===== src/rtl/mag_window_stats.sv =====
// Windowed mean/max/min of an unsigned magnitude stream over N = 2**LOG2_WIN samples.
// Optional min tracking: define MAG_WINDOW_STATS_MIN_EN (otherwise min_o is tied to 0).
module mag_window_stats #(
  parameter int WIDTH    = 32,
  parameter int LOG2_WIN = 4
) (
  input  logic             clk_i,
  input  logic             rst_i,
  input  logic             valid_i,
  input  logic [WIDTH-1:0] data_i,
  input  logic             clear_i,
  output logic             valid_o,
  input  logic             ready_i,
  output logic [WIDTH-1:0] mean_o,
  output logic [WIDTH-1:0] max_o,
  output logic [WIDTH-1:0] min_o,
  output logic             overflow_o
);

  localparam int SW = WIDTH + LOG2_WIN;
  localparam logic [LOG2_WIN-1:0] CNT_LAST = '1;

  logic [LOG2_WIN-1:0] cnt_q, cnt_d;
  logic [SW-1:0]       sum_q, sum_d;
  logic [WIDTH-1:0]    max_q, max_d;
  logic [WIDTH-1:0]    mean_out_q, mean_out_d;
  logic [WIDTH-1:0]    max_out_q, max_out_d;
  logic                valid_q, valid_d;
  logic                ovf_q, ovf_d;

  logic                first, last, take, done, load;
  logic [SW-1:0]       acc_sum;
  logic [WIDTH-1:0]    acc_max;

`ifdef MAG_WINDOW_STATS_MIN_EN
  logic [WIDTH-1:0]    min_q, min_d;
  logic [WIDTH-1:0]    min_out_q, min_out_d;
  logic [WIDTH-1:0]    acc_min;
`endif

  always_comb begin
    first   = (cnt_q == '0);
    last    = (cnt_q == CNT_LAST);
    take    = valid_i && !clear_i;
    done    = take && last;
    load    = done && (!valid_q || ready_i);
    acc_sum = first ? SW'(data_i) : sum_q + SW'(data_i);
    acc_max = (first || data_i > max_q) ? data_i : max_q;

    cnt_d      = cnt_q;
    sum_d      = sum_q;
    max_d      = max_q;
    mean_out_d = mean_out_q;
    max_out_d  = max_out_q;
    valid_d    = valid_q;
    ovf_d      = ovf_q;
`ifdef MAG_WINDOW_STATS_MIN_EN
    acc_min    = (first || data_i < min_q) ? data_i : min_q;
    min_d      = min_q;
    min_out_d  = min_out_q;
`endif

    if (clear_i || done) begin
      cnt_d = '0;
      sum_d = '0;
      max_d = '0;
`ifdef MAG_WINDOW_STATS_MIN_EN
      min_d = '0;
`endif
    end else if (take) begin
      cnt_d = cnt_q + LOG2_WIN'(1);
      sum_d = acc_sum;
      max_d = acc_max;
`ifdef MAG_WINDOW_STATS_MIN_EN
      min_d = acc_min;
`endif
    end

    // A completing window either replaces an accepted/empty result or is dropped.
    if (load) begin
      mean_out_d = acc_sum[SW-1:LOG2_WIN];
      max_out_d  = acc_max;
      valid_d    = 1'b1;
`ifdef MAG_WINDOW_STATS_MIN_EN
      min_out_d  = acc_min;
`endif
    end else if (done) begin
      ovf_d = 1'b1;
    end else if (valid_q && ready_i) begin
      valid_d = 1'b0;
    end
  end

  always_ff @(posedge clk_i) begin
    if (rst_i) begin
      cnt_q      <= '0;
      sum_q      <= '0;
      max_q      <= '0;
      mean_out_q <= '0;
      max_out_q  <= '0;
      valid_q    <= 1'b0;
      ovf_q      <= 1'b0;
`ifdef MAG_WINDOW_STATS_MIN_EN
      min_q      <= '0;
      min_out_q  <= '0;
`endif
    end else begin
      cnt_q      <= cnt_d;
      sum_q      <= sum_d;
      max_q      <= max_d;
      mean_out_q <= mean_out_d;
      max_out_q  <= max_out_d;
      valid_q    <= valid_d;
      ovf_q      <= ovf_d;
`ifdef MAG_WINDOW_STATS_MIN_EN
      min_q      <= min_d;
      min_out_q  <= min_out_d;
`endif
    end
  end

  assign valid_o    = valid_q;
  assign mean_o     = mean_out_q;
  assign max_o      = max_out_q;
  assign overflow_o = ovf_q;
`ifdef MAG_WINDOW_STATS_MIN_EN
  assign min_o      = min_out_q;
`else
  assign min_o      = '0;
`endif

endmodule


===== config.mk =====
export PLATFORM = sky130hd
export DESIGN_NAME = mag_window_stats
export DESIGN_NICKNAME = d
export VERILOG_FILES = /design/src/rtl/mag_window_stats.sv
export SDC_FILE = /design/constraint.sdc
export NUM_CORES = 1
export LEC_CHECK = 0
export BUFFER_PORTS_ARGS = -buffer_cell sky130_fd_sc_hd__buf_2
export CAP_MARGIN = 0
export CORE_UTILIZATION = 58
export DETAILED_ROUTE_END_ITERATION = 6
export PLACE_DENSITY_LB_ADDON = 0.05
export REMOVE_ABC_BUFFERS = 1
export SYNTH_ARGS = -nofsm -noshare
export SYNTH_HDL_FRONTEND = slang
export SYNTH_SLANG_ARGS = --single-unit

===== constraint.sdc =====
create_clock -name clk_i -period 3.9 [get_ports clk_i]
set_clock_uncertainty 0.15 [all_clocks]
set_input_delay 0.195 -clock clk_i [delete_from_list [all_inputs] [get_ports clk_i]]
set_output_delay 0.195 -clock clk_i [all_outputs]
set_load 0.01 [all_outputs]

==> summary.md, run 1 <==
| Metric | Value |
|---|---|
| Outcome | `finished clean` |
| Setup violations, final | `0` |
| Synth Area in Compound Gates | `22.3%` |
| Global Route met3 Usage | `4.45%` |
| TNS Setup | `0 ps` |
| Seq/Total Area, Yosys | `33.2%` |
| Largest family of logic cells by synthesized area | `compound AO/OA/AOI/OAI gates` |
| Reg2Reg Depth | `12` |
| Placed cell areas | `8830 µm²` |
| Vias | `7,480` |
| Row count | `43` |
| Max-Cap Viols | `0` |
| Die outline width | `122 µm` |
| VDD IR-drop max | `0.302 mV` |
| Detailed Place HPWL | `13.9 mm` |
| Critical Path Sink Type | `flip-flop` |
| 1st-iter DRT viols | `428` |
| Yosys reg bits | `138` |
| Fin. Hold Viols | `0` |
| Slowest cell on crit path | `dlygate4sd3_1` |
| CP max FO | `8` |
| XOR/XNOR Fraction of Synth Area | `3.26%` |
| Die H | `122 µm` |
| Worst EP required | `4110 ps` |
| Worst-path clk slew | `60 ps` |
| Synth Instances | `1,027` |
| Synth Area in Simple Gates | `18.5%` |
| Total track usage | `28.2%` |
| CORE AREA | `13,900 µm²` |
| Number of synthesized flops with an enable pin | `0` |
| Global route hottest layer | `met2` |
| First-pass GRT wire length | `32.9 mm` |
| Ant diodes | `0` |
| Slew @ Worst Pin | `1080 ps` |
| Tcrit/Tclk final | `92.6%` |
| CP Launch Type | `input pin` |
| Post-route ant nets | `0` |
| Final Hold Slack | `147 ps` |
| Most used DFF post-synth | `dfxtp_1` |
| GR Util met2 | `43.5%` |
| Reg power frac | `43.2%` |
| Most common cell after layout, fill and taps aside | `dfxtp_1` |
| Fin area | `9710 µm²` |
| Pwr Density | `343 nW/µm²` |
| Post_cts resized | `0` |
| P_int | `0.00245 W` |
| Crit path time final | `3610 ps` |
| Routed wire per std cell | `15.2 µm` |
| Ys Warns | `0` |
| I/O Buffers | `102` |
| Worst slew margin | `27.6%` |
| Worst path max stage delay | `510 ps` |
| CTS tree | `built` |
| F_max | `0.277 GHz` |
| Clock power share | `43.2%` |
| Hold buffer count at cts | `36` |
| Clock Sinks | `138` |
| HP Class | `in2reg` |
| RSZ-0062 raised after global routing | `no` |
| Worst Path Buf+Inv | `3` |
| Crit-path cells | `dlygate4sd3_1, buf_2, ha_1, inv_1, fa_1, nand2b_1, a21oi_1, o2111a_2, a211oi_2, o41ai_4, a221oi_2, o21a_4, or4_1, a31oi_1` |
| Commonest non-fill, non-tap cells in the layout | `dfxtp_1 (138), nor2_1 (108), buf_2 (102), nand2_1 (92), a211oi_1 (74)` |
| 1st-pass router iterations | `5` |
| Syn avg cell area | `8.11 µm²` |
| Kind of critical path | `in2reg` |
| Layout cells sized above 1 | `14.2%` |
| Longest Clk Path Bufs | `2` |
| Detailed Route WL | `20.2 mm` |
| Initial antenna violation count | `0` |
| Synth Area in Adders | `10.2%` |
| Leak pwr | `3.95 nW` |
| Met1 usage | `39.2%` |
| Hold-critical path depth | `4` |
| Starting Density | `59.8%` |
| Fill count | `1,219` |
| Remaining global-route overflow | `0` |
| H-tree Lvls | `4` |
| Asr flop ratio synth | `0%` |
| Count of pins over their slew limit | `0` |
| IO Pins | `135` |
| Die ar. | `14,800 µm²` |
| Vias in the first global route | `6,653` |
| TritonCTS buffer count | `17` |
| Mapped cell area | `8330 µm²` |
| Post-CTS Setup Bufs | `0` |
| Worst path top cell family by delay | `compound AO/OA/AOI/OAI gates` |
| CTS root buf | `clkbuf_16` |
| Largest net degree at the start of global routing | `72` |
| Routability Congestion | `0.908` |
| Psw | `0.000887 W` |
| Mux cell area share after synthesis | `4.81%` |
| WP data arrival | `3820 ps` |
| Final #Nets | `1,239` |
| Vias per inst | `5.64` |
| Clock latency on the worst-skew pair | `430 ps` |
| Switching share of power | `26.6%` |
| Cell count along the critical path | `14` |
| Syn-to-layout area delta | `16.6%` |
| Cell variety after synth | `62` |
| Comb pwr share | `13.6%` |
| Residual DRC | `0` |
[power by group through the flow]
stage | registers (W) | logic, W | clock network, W
after global placement | 0.00147 | 0.000416 | 0
after floorplan | 0.00147 | 0.000287 | 0
after global routing | 0.00144 | 0.000506 | 0.00152
after CTS | 0.00144 | 0.000450 | 0.00147
final | 0.00144 | 0.000454 | 0.00144
after detailed placement | 0.00147 | 0.000421 | 0
[worst paths after layout]
| check | start | end | slack (ps) |
|---|---|---|---|
| worst min-delay path | valid_i | valid_o | 150 |
| worst max-delay path | data_i[0] | sum_q[34] | 290 |
| worst max register to register | sum_q[0] | sum_q[34] | 370 |
| worst min register to register | sum_q[15] | sum_q[15] | 310 |
[registers in the layout, indices dropped and copies added, names as in the netlist]
name        flops
max_q          32
mean_o         32
sum_q          36
overflow_o      1
valid_o         1
max_o          32
cnt_q           4
[cells in the mapped netlist (all sizes together), types with 13 or more instances]
cell | count | share of area [%]
xor2 | 17 | 1.8
a21o | 25 | 2.3
a211oi | 75 | 6.8
clkbuf | 53 | 2.4
inv | 42 | 1.9
dfxtp | 138 | 33
nand2b | 14 | 1.1
nand2 | 92 | 4.1
nand3 | 44 | 2.6
xnor2 | 14 | 1.5
ha | 66 | 9.9
a21oi | 54 | 3.2
nor2 | 109 | 4.9
nand4 | 13 | 0.98
o21ai | 73 | 4.4
a31oi | 16 | 1.2
buf | 41 | 3.5
mux2i | 40 | 4.8
[logic make-up after synthesis]
| family | count (synthesis) |
|---|---|
| xor+xnor | 31 |
| mux | 40 |
| buf+inv | 136 |
| compound gates | 284 |
| other cells | 1 |
| simple gates | 330 |
| flops | 138 |
| fa+ha+maj | 67 |
[worst min-delay path, cell delays in order]
cell     delay (ps)
buf_2           120
nor2b_4         130
nand4_1         150
a21oi_1          80
[stage by stage]
step | instances | setup slack, ps | power (W) | util, %
floorplan | 964 | -2780 | 0.00175 | -
global placement | 1260 | 468 | 0.00189 | 63.4
detailed placement | 1260 | 408 | 0.00189 | 63.4
CTS | 1326 | 320 | 0.00336 | 69.7
global route | 1326 | 49.3 | 0.00347 | 69.7
finish | 1326 | 288 | 0.00333 | 69.7
[layout make-up]
type	count	area, µm²	area share, %
Multi-Input combinational cell	784	5070	52.2
Sequential cell	138	2760	28.4
Timing Repair Buffer	152	976	10.0
Clock buffer	21	470	4.84
Tap cell	180	225	2.32
Inverter	42	158	1.62
Clock inverter	9	50.0	0.515
[per-layer routing]
layer | vias to the layer above | share of wire, %
met1 | 3400 | 49
met4 | 0 | 2.1
met2 | 212 | 44
met5 | - | 0
li1 | 3838 | -
met3 | 30 | 5.1
Power figures use the tool's default switching activity.
==> run 2, diff against run 1 <==
Settings changed: CELL_PAD_IN_SITES_DETAIL_PLACEMENT from default to 0, CELL_PAD_IN_SITES_GLOBAL_PLACEMENT from default to 1, CORE_UTILIZATION 58 to 40, CTS_BUF_LIST from default to sky130_fd_sc_hd__clkbuf_16.
==> summary.md, run 2 (synthesized netlist as in run 1, its figures left out) <==
| Metric | Value |
|---|---|
| Outcome | `finished clean` |
| HP Class | `reg2reg` |
| H-tree Lvls | `4 (unchanged)` |
| Worst path top cell family by delay | `compound AO/OA/AOI/OAI gates` |
| CP Launch Type | `input pin` |
| Detailed Route WL | `22.6 mm (+12%)` |
| Fin area | `9990 µm² (+2.8%)` |
| Kind of critical path | `in2reg` |
| First-pass GRT wire length | `36.7 mm (+12%)` |
| Commonest non-fill, non-tap cells in the layout | `dfxtp_1 (138), nor2_1 (108), buf_2 (102), nand2_1 (92), a211oi_1 (74)` |
| Crit path time final | `3690 ps (+74.9 ps)` |
| I/O Buffers | `102 (unchanged)` |
| Worst EP required | `4100 ps (about the same)` |
| Remaining global-route overflow | `0 (unchanged)` |
| RSZ-0062 raised after global routing | `no` |
| CTS tree | `built` |
| Clock latency on the worst-skew pair | `430 ps (about the same)` |
| Most flop-heavy register | `sum_q` |
| Fin. Hold Viols | `0 (unchanged)` |
| CP max FO | `8 (unchanged)` |
| Hold buffer count at cts | `35 (-2.8%)` |
| Critical Path Sink Type | `flip-flop` |
| Slowest cell on crit path | `dlygate4sd3_1` |
| Pwr Density | `376 nW/µm² (+9.6%)` |
| IO Pins | `135 (unchanged)` |
| Most common cell after layout, fill and taps aside | `dfxtp_1` |
| Vias | `7,424 (-0.75%)` |
| Worst slew margin | `23.9% (-3.7 points)` |
| Placed cell areas | `8980 µm² (+1.7%)` |
| Final #Nets | `1,241 (+0.16%)` |
| Layout cells sized above 1 | `14.4% (+0.14 points)` |
| F_max | `0.271 GHz (-2.0%)` |
| Row count | `52 (+21%)` |
| Max-Cap Viols | `0 (unchanged)` |
| Syn-to-layout area delta | `19.9%` |
| Inst Count DP | `1,353 (+7.4%)` |
| Post_cts resized | `0 (unchanged)` |
| Longest Clk Path Bufs | `2 (unchanged)` |
| Largest net degree at the start of global routing | `72 (unchanged)` |
| CTS root buf | `clkbuf_16` |
| Die H | `146 µm (+20%)` |
| Residual DRC | `0 (unchanged)` |
| Crit-path cells | `dlygate4sd3_1, buf_2, ha_1, inv_1, fa_1, nand2b_1, a21oi_1, o2111a_2, a211oi_2, o41ai_4, a221oi_2, o21a_4, or4_1, a31oi_1` |
| Vias per inst | `5.23 (-7.3%)` |
| Worst Path Buf+Inv | `3 (unchanged)` |
| Post-route insts no fill | `1,419 (+7.0%)` |
| 1st-iter DRT viols | `411 (-4.0%)` |
| Die outline width | `146 µm (+20%)` |
| Post-CTS Setup Bufs | `0 (unchanged)` |
| Leak pwr | `4.03 nW (+1.9%)` |
| Die ar. | `21,400 µm² (+44%)` |
| Initial antenna violation count | `0 (unchanged)` |
| Routability Congestion | `0.860 (-5.3%)` |
| Routed wire per std cell | `16.0 µm (+4.8%)` |
| WP data arrival | `3880 ps (+60 ps)` |
| Worst-path clk slew | `60 ps (about the same)` |
| TritonCTS buffer count | `17 (unchanged)` |
| Vias in the first global route | `6,925 (+4.1%)` |
| Worst path max stage delay | `510 ps (about the same)` |
| Ant diodes | `0 (unchanged)` |
| Post-route ant nets | `0 (unchanged)` |
| Total track usage | `21.6% (-6.6 points)` |
| Clock Sinks | `138 (unchanged)` |
| Max reg flops | `36 (unchanged)` |
| Starting Density | `41.0% (-19 points)` |
| Final Hold Slack | `309 ps (+162 ps)` |
| Setup violations, final | `0 (unchanged)` |
| 1st-pass router iterations | `4 (-1)` |
| Slew @ Worst Pin | `1140 ps (+60.1 ps)` |
| Count of pins over their slew limit | `0 (unchanged)` |
| Tcrit/Tclk final | `94.5% (+1.9 points)` |
| VDD IR-drop max | `0.272 mV (-9.8%)` |
| CORE AREA | `20,300 µm² (+46%)` |
| Detailed Place HPWL | `15.5 mm (+11%)` |
| Final cell utilization of the core | `49.2% (-21 points)` |
| TNS Setup | `0 ps (unchanged)` |
run 2: cell count changes in the layout (fill, tap and decap cells not counted):
cell / change
clkinv_1: +1
buf_4: +2
clkbuf_8: -3
clkinv_2: -6
bufinv_16: +6
clkinv_4: +3
clkbuf_1: -1
buf_12: +1
dlygate4sd3_1: -1
inv_1: +2
clkinvlp_4: -1
run 2: per-stage QoR:
stage	total power, W	worst slack [ps]
global route	0.00392	26.3
detailed placement	0.00191	335
finish	0.00376	213
floorplan	0.00175	-2780
CTS	0.00380	230
global placement	0.00191	401
run 2: final cells by class:
| class | instances | area [µm²] |
|---|---|---|
| tap | 270 | 338 |
| clock inverter | 14 | 230 |
| inverter | 42 | 158 |
| fill | 2122 | 10300 |
| sequential | 138 | 2760 |
| timing repair buffer | 154 | 1000 |
| clock buffer | 17 | 425 |
| multi-input combinational | 784 | 5070 |
run 2: path summary, 6_finish.rpt:
check | from | endpoint | cells after the start | slack [ps]
setup / recovery | data_i[0] | sum_q[34] | 14 | 210
hold / removal | sum_q[27] | sum_q[27] | 2 | 310
setup reg to reg | sum_q[0] | sum_q[34] | 12 | 300
hold reg to reg | sum_q[27] | sum_q[27] | 2 | 310
run 2: tightest hold or removal path, stage by stage, from the launching register on:
cell     delay (ps)
dfxtp_1         310
nand2_1          50
a21oi_1          50
run 2: report_power, final:
group | switching, W | total [W] | internal [W]
clock | 0.000662 | 0.00185 | 0.00119
sequential | 0.0000118 | 0.00144 | 0.00143
combinational | 0.000288 | 0.000465 | 0.000177
total | 0.000962 | 0.00376 | 0.00280
run 2: metal layers:
layer	GRT usage [%]	vias to the layer above	wire, µm
li1	-	3855	-
met1	30.7	3417	11900
met2	34.0	132	9840
met3	3.03	20	623
met4	5.99	0	253
met5	0	-	0
==> run 3, diff against run 2 <==
Settings changed: ABC_AREA from default to 1.
==> summary.md, run 3 <==
| Metric | Value |
|---|---|
| Asr flop ratio synth | `0% (unchanged)` |
| Post-route insts no fill | `1,915 (+35%)` |
| Clock power share | `44.0% (-5.3 points)` |
| TNS Setup | `0 ps (unchanged)` |
| P_int | `0.00246 W (-12%)` |
| Routability Congestion | `0.913 (+6.2%)` |
| Ant diodes | `0 (unchanged)` |
| Worst r2r dst | `max_q[12]` |
| Syn-to-layout area delta | `14.4%` |
| Synth Instances | `1,494 (+45%)` |
| F_max | `0.347 GHz (+28%)` |
| HP Class | `in2reg` |
| Critical Path Sink Type | `flip-flop` |
| Hold wc startpoint | `data_i[6]` |
| Ys Warns | `0 (unchanged)` |
| Max-Cap Viols | `0 (unchanged)` |
| CORE AREA | `23,000 µm² (+13%)` |
| Synth top area cells | `dfxtp_1 (29%), nand2_1 (15%), inv_1 (9.3%), nand3_1 (9.0%), ha_1 (8.7%)` |
| Final #Nets | `1,694 (+37%)` |
| Commonest non-fill, non-tap cells in the layout | `nand2_1 (380), inv_1 (235), nand3_1 (171), dfxtp_1 (138), nor2_1 (122)` |
| Synth area leader | `dfxtp_1` |
| Critical R2R Launch | `max_q[7]` |
| Outcome | `finished clean` |
| Vias per inst | `4.85 (-7.3%)` |
| Max reg flops | `36 (unchanged)` |
| RSZ-0062 raised after global routing | `no` |
| Placed cell areas | `10,100 µm² (+13%)` |
| Worst EP required | `4070 ps (-30 ps)` |
| 1st-pass router iterations | `5 (+1)` |
| CP Launch Type | `input pin` |
| Worst hold path endpoint | `max_o[6]` |
| Die H | `156 µm (+6.7%)` |
| Number of synthesized flops with an enable pin | `0 (unchanged)` |
| Yosys reg bits | `138 (unchanged)` |
| Largest net degree at the start of global routing | `97 (+35%)` |
| Residual DRC | `0 (unchanged)` |
| Pwr Density | `321 nW/µm² (-15%)` |
| TritonCTS buffer count | `17 (unchanged)` |
| Mapped cell area | `9490 µm² (+14%)` |
| Leak pwr | `5.88 nW (+46%)` |
| WP data arrival | `3060 ps (-820 ps)` |
| H-tree Lvls | `4 (unchanged)` |
| Row count | `55 (+5.8%)` |
| Clock latency on the worst-skew pair | `430 ps (about the same)` |
| Die ar. | `24,300 µm² (+14%)` |
| CTS root buf | `clkbuf_16` |
| I/O Buffers | `102 (unchanged)` |
| Setup violations, final | `0 (unchanged)` |
| Fin. Hold Viols | `0 (unchanged)` |
| Die outline width | `156 µm (+6.7%)` |
| Worst-path clk slew | `60 ps (about the same)` |
| Clock Sinks | `138 (unchanged)` |
| CP max FO | `22 (+14)` |
| Hold-critical path depth | `5 (+3)` |
| Total track usage | `23.0% (+1.4 points)` |
| IO Pins | `135 (unchanged)` |
| Switching share of power | `29.4% (+3.8 points)` |
| Reg power frac | `41.5% (+3.2 points)` |
| Seq/Total Area, Yosys | `29.1% (-4.1 points)` |
| Starting Density | `41.3% (+0.26 points)` |
| Setup slack, reg-to-reg | `1080 ps (+780 ps)` |
| CTS tree | `built` |
| Initial antenna violation count | `0 (unchanged)` |
| Most used DFF post-synth | `dfxtp_1` |
| Psw | `0.00102 W (+6.5%)` |
| Post-route ant nets | `0 (unchanged)` |
| Count leader, synth | `nand2_1` |
| Longest Clk Path Bufs | `2 (unchanged)` |
| Cell variety after synth | `34 (-45%)` |
| Final cell utilization of the core | `47.3% (-1.9 points)` |
| Post-CTS Setup Bufs | `0 (unchanged)` |
| Vias | `9,285 (+25%)` |
| Syn avg cell area | `6.35 µm² (-22%)` |
| 1st-iter DRT viols | `576 (+40%)` |
| Detailed Route WL | `27.3 mm (+21%)` |
| Vias in the first global route | `8,502 (+23%)` |
| Reg2Reg Depth | `14 (+2)` |
| Most common cell after layout, fill and taps aside | `nand2_1` |
| Count of pins over their slew limit | `0 (unchanged)` |
| Comb pwr share | `14.5% (+2.1 points)` |
| Inst Count DP | `1,865 (+38%)` |
| First-pass GRT wire length | `43.8 mm (+19%)` |
| Routed wire per std cell | `14.3 µm (-11%)` |
| Slew @ Worst Pin | `1070 ps (-70.5 ps)` |
| Worst slew margin | `28.6% (+4.7 points)` |
| Most frequent cells after synthesis | `nand2_1 (380), inv_1 (235), nand3_1 (171)` |
| Fill count | `2,517 (+19%)` |
| Detailed Place HPWL | `19.4 mm (+25%)` |
| Fin area | `10,900 µm² (+8.7%)` |
| Layout cells sized above 1 | `10.3% (-4.1 points)` |
| Most flop-heavy register | `sum_q` |
| Total power | `0.00349 W (-7.2%)` |
| Tcrit/Tclk final | `74.0% (-21 points)` |
| Top cell type's share of synthesized area | `29.1% (-4.1 points)` |
| VDD IR-drop max | `0.218 mV (-20%)` |
| Crit path time final | `2880 ps (-802 ps)` |
| Remaining global-route overflow | `0 (unchanged)` |
| Kind of critical path | `in2reg` |
## run 3: cell type report
| type | count | area, µm² | area share [%] |
|---|---|---|---|
| Tap cell | 313 | 392 | 3.61 |
| Clock inverter | 14 | 108 | 0.991 |
| Multi-Input combinational cell | 1055 | 5430 | 50.0 |
| Sequential cell | 138 | 2760 | 25.4 |
| Clock buffer | 17 | 425 | 3.92 |
| Timing Repair Buffer | 136 | 838 | 7.72 |
| Inverter | 242 | 908 | 8.36 |
## run 3: metrics by stage
step	setup WS [ps]	hold slack (ps)
2_1_floorplan	-1590	114
6_report	1020	8.57
5_1_grt	777	33.0
3_3_place_gp	1210	282
4_1_cts	1030	0.0335
3_5_place_dp	1110	285
## run 3: logic make-up after synthesis
group                      Yosys count  synth area share [%]
other                                1                0.0395
and+or+nand+nor                    705                  31.3
AOI/OAI and AO/OA                  246                  15.2
buffers and inverters              332                  15.0
adders and majority gates           67                  8.91
DFF                                138                  29.1
xor gates and xnor gates             5                 0.461
## run 3: how the worst max path moves through the flow
stage | start | endpoint | slack, ps | cells past startpoint
finish | data_i[7] | max_q[12] | 1020 | 15
global route | data_i[31] | max_q[10] | 780 | 16
CTS | data_i[31] | max_q[11] | 1030 | 16
detailed placement | max_q[31] | max_q[11] | 1110 | 15
global placement | max_q[7] | max_q[12] | 1210 | 14
floorplan | valid_i | mean_o[1] | -1590 | 9
## run 3: per-layer routing
layer	share of wire, %	track usage (%)	vias up
met5	0	0	-
met4	1.4	6.91	0
met3	3.5	2.75	23
met2	44	36.3	208
met1	51	32.4	4160
li1	-	-	4894
## run 3: power groups by stage
| stage | registers [W] | logic [W] | clock network, W |
|---|---|---|---|
| 2_1_floorplan | 0.00147 | 0.000334 | 0 |
| 3_3_place_gp | 0.00148 | 0.000492 | 0 |
| 3_5_place_dp | 0.00148 | 0.000493 | 0 |
| 4_1_cts | 0.00145 | 0.000510 | 0.00157 |
| 5_1_grt | 0.00145 | 0.000579 | 0.00163 |
| 6_report | 0.00145 | 0.000507 | 0.00153 |
## run 3: repair_timing
action / in CTS / in global routing
hold endpoints to repair: 33 / 0
hold buffers: 19 / 0
endpoints found under the setup margin: 0 / 0
gates resized for setup: 0 / 0
## run 3: worst max-delay path, stage by stage
cell	delay, ps
dlygate4sd3_1	530
buf_2	150
ha_1	290
nand2_1	70
nor2_1	160
nand4_1	200
nor2_1	260
nand2_1	80
nand2_1	100
nand2_1	310
buf_4	360
nand2_1	120
nand3_1	70
nand2_1	100
inv_1	40
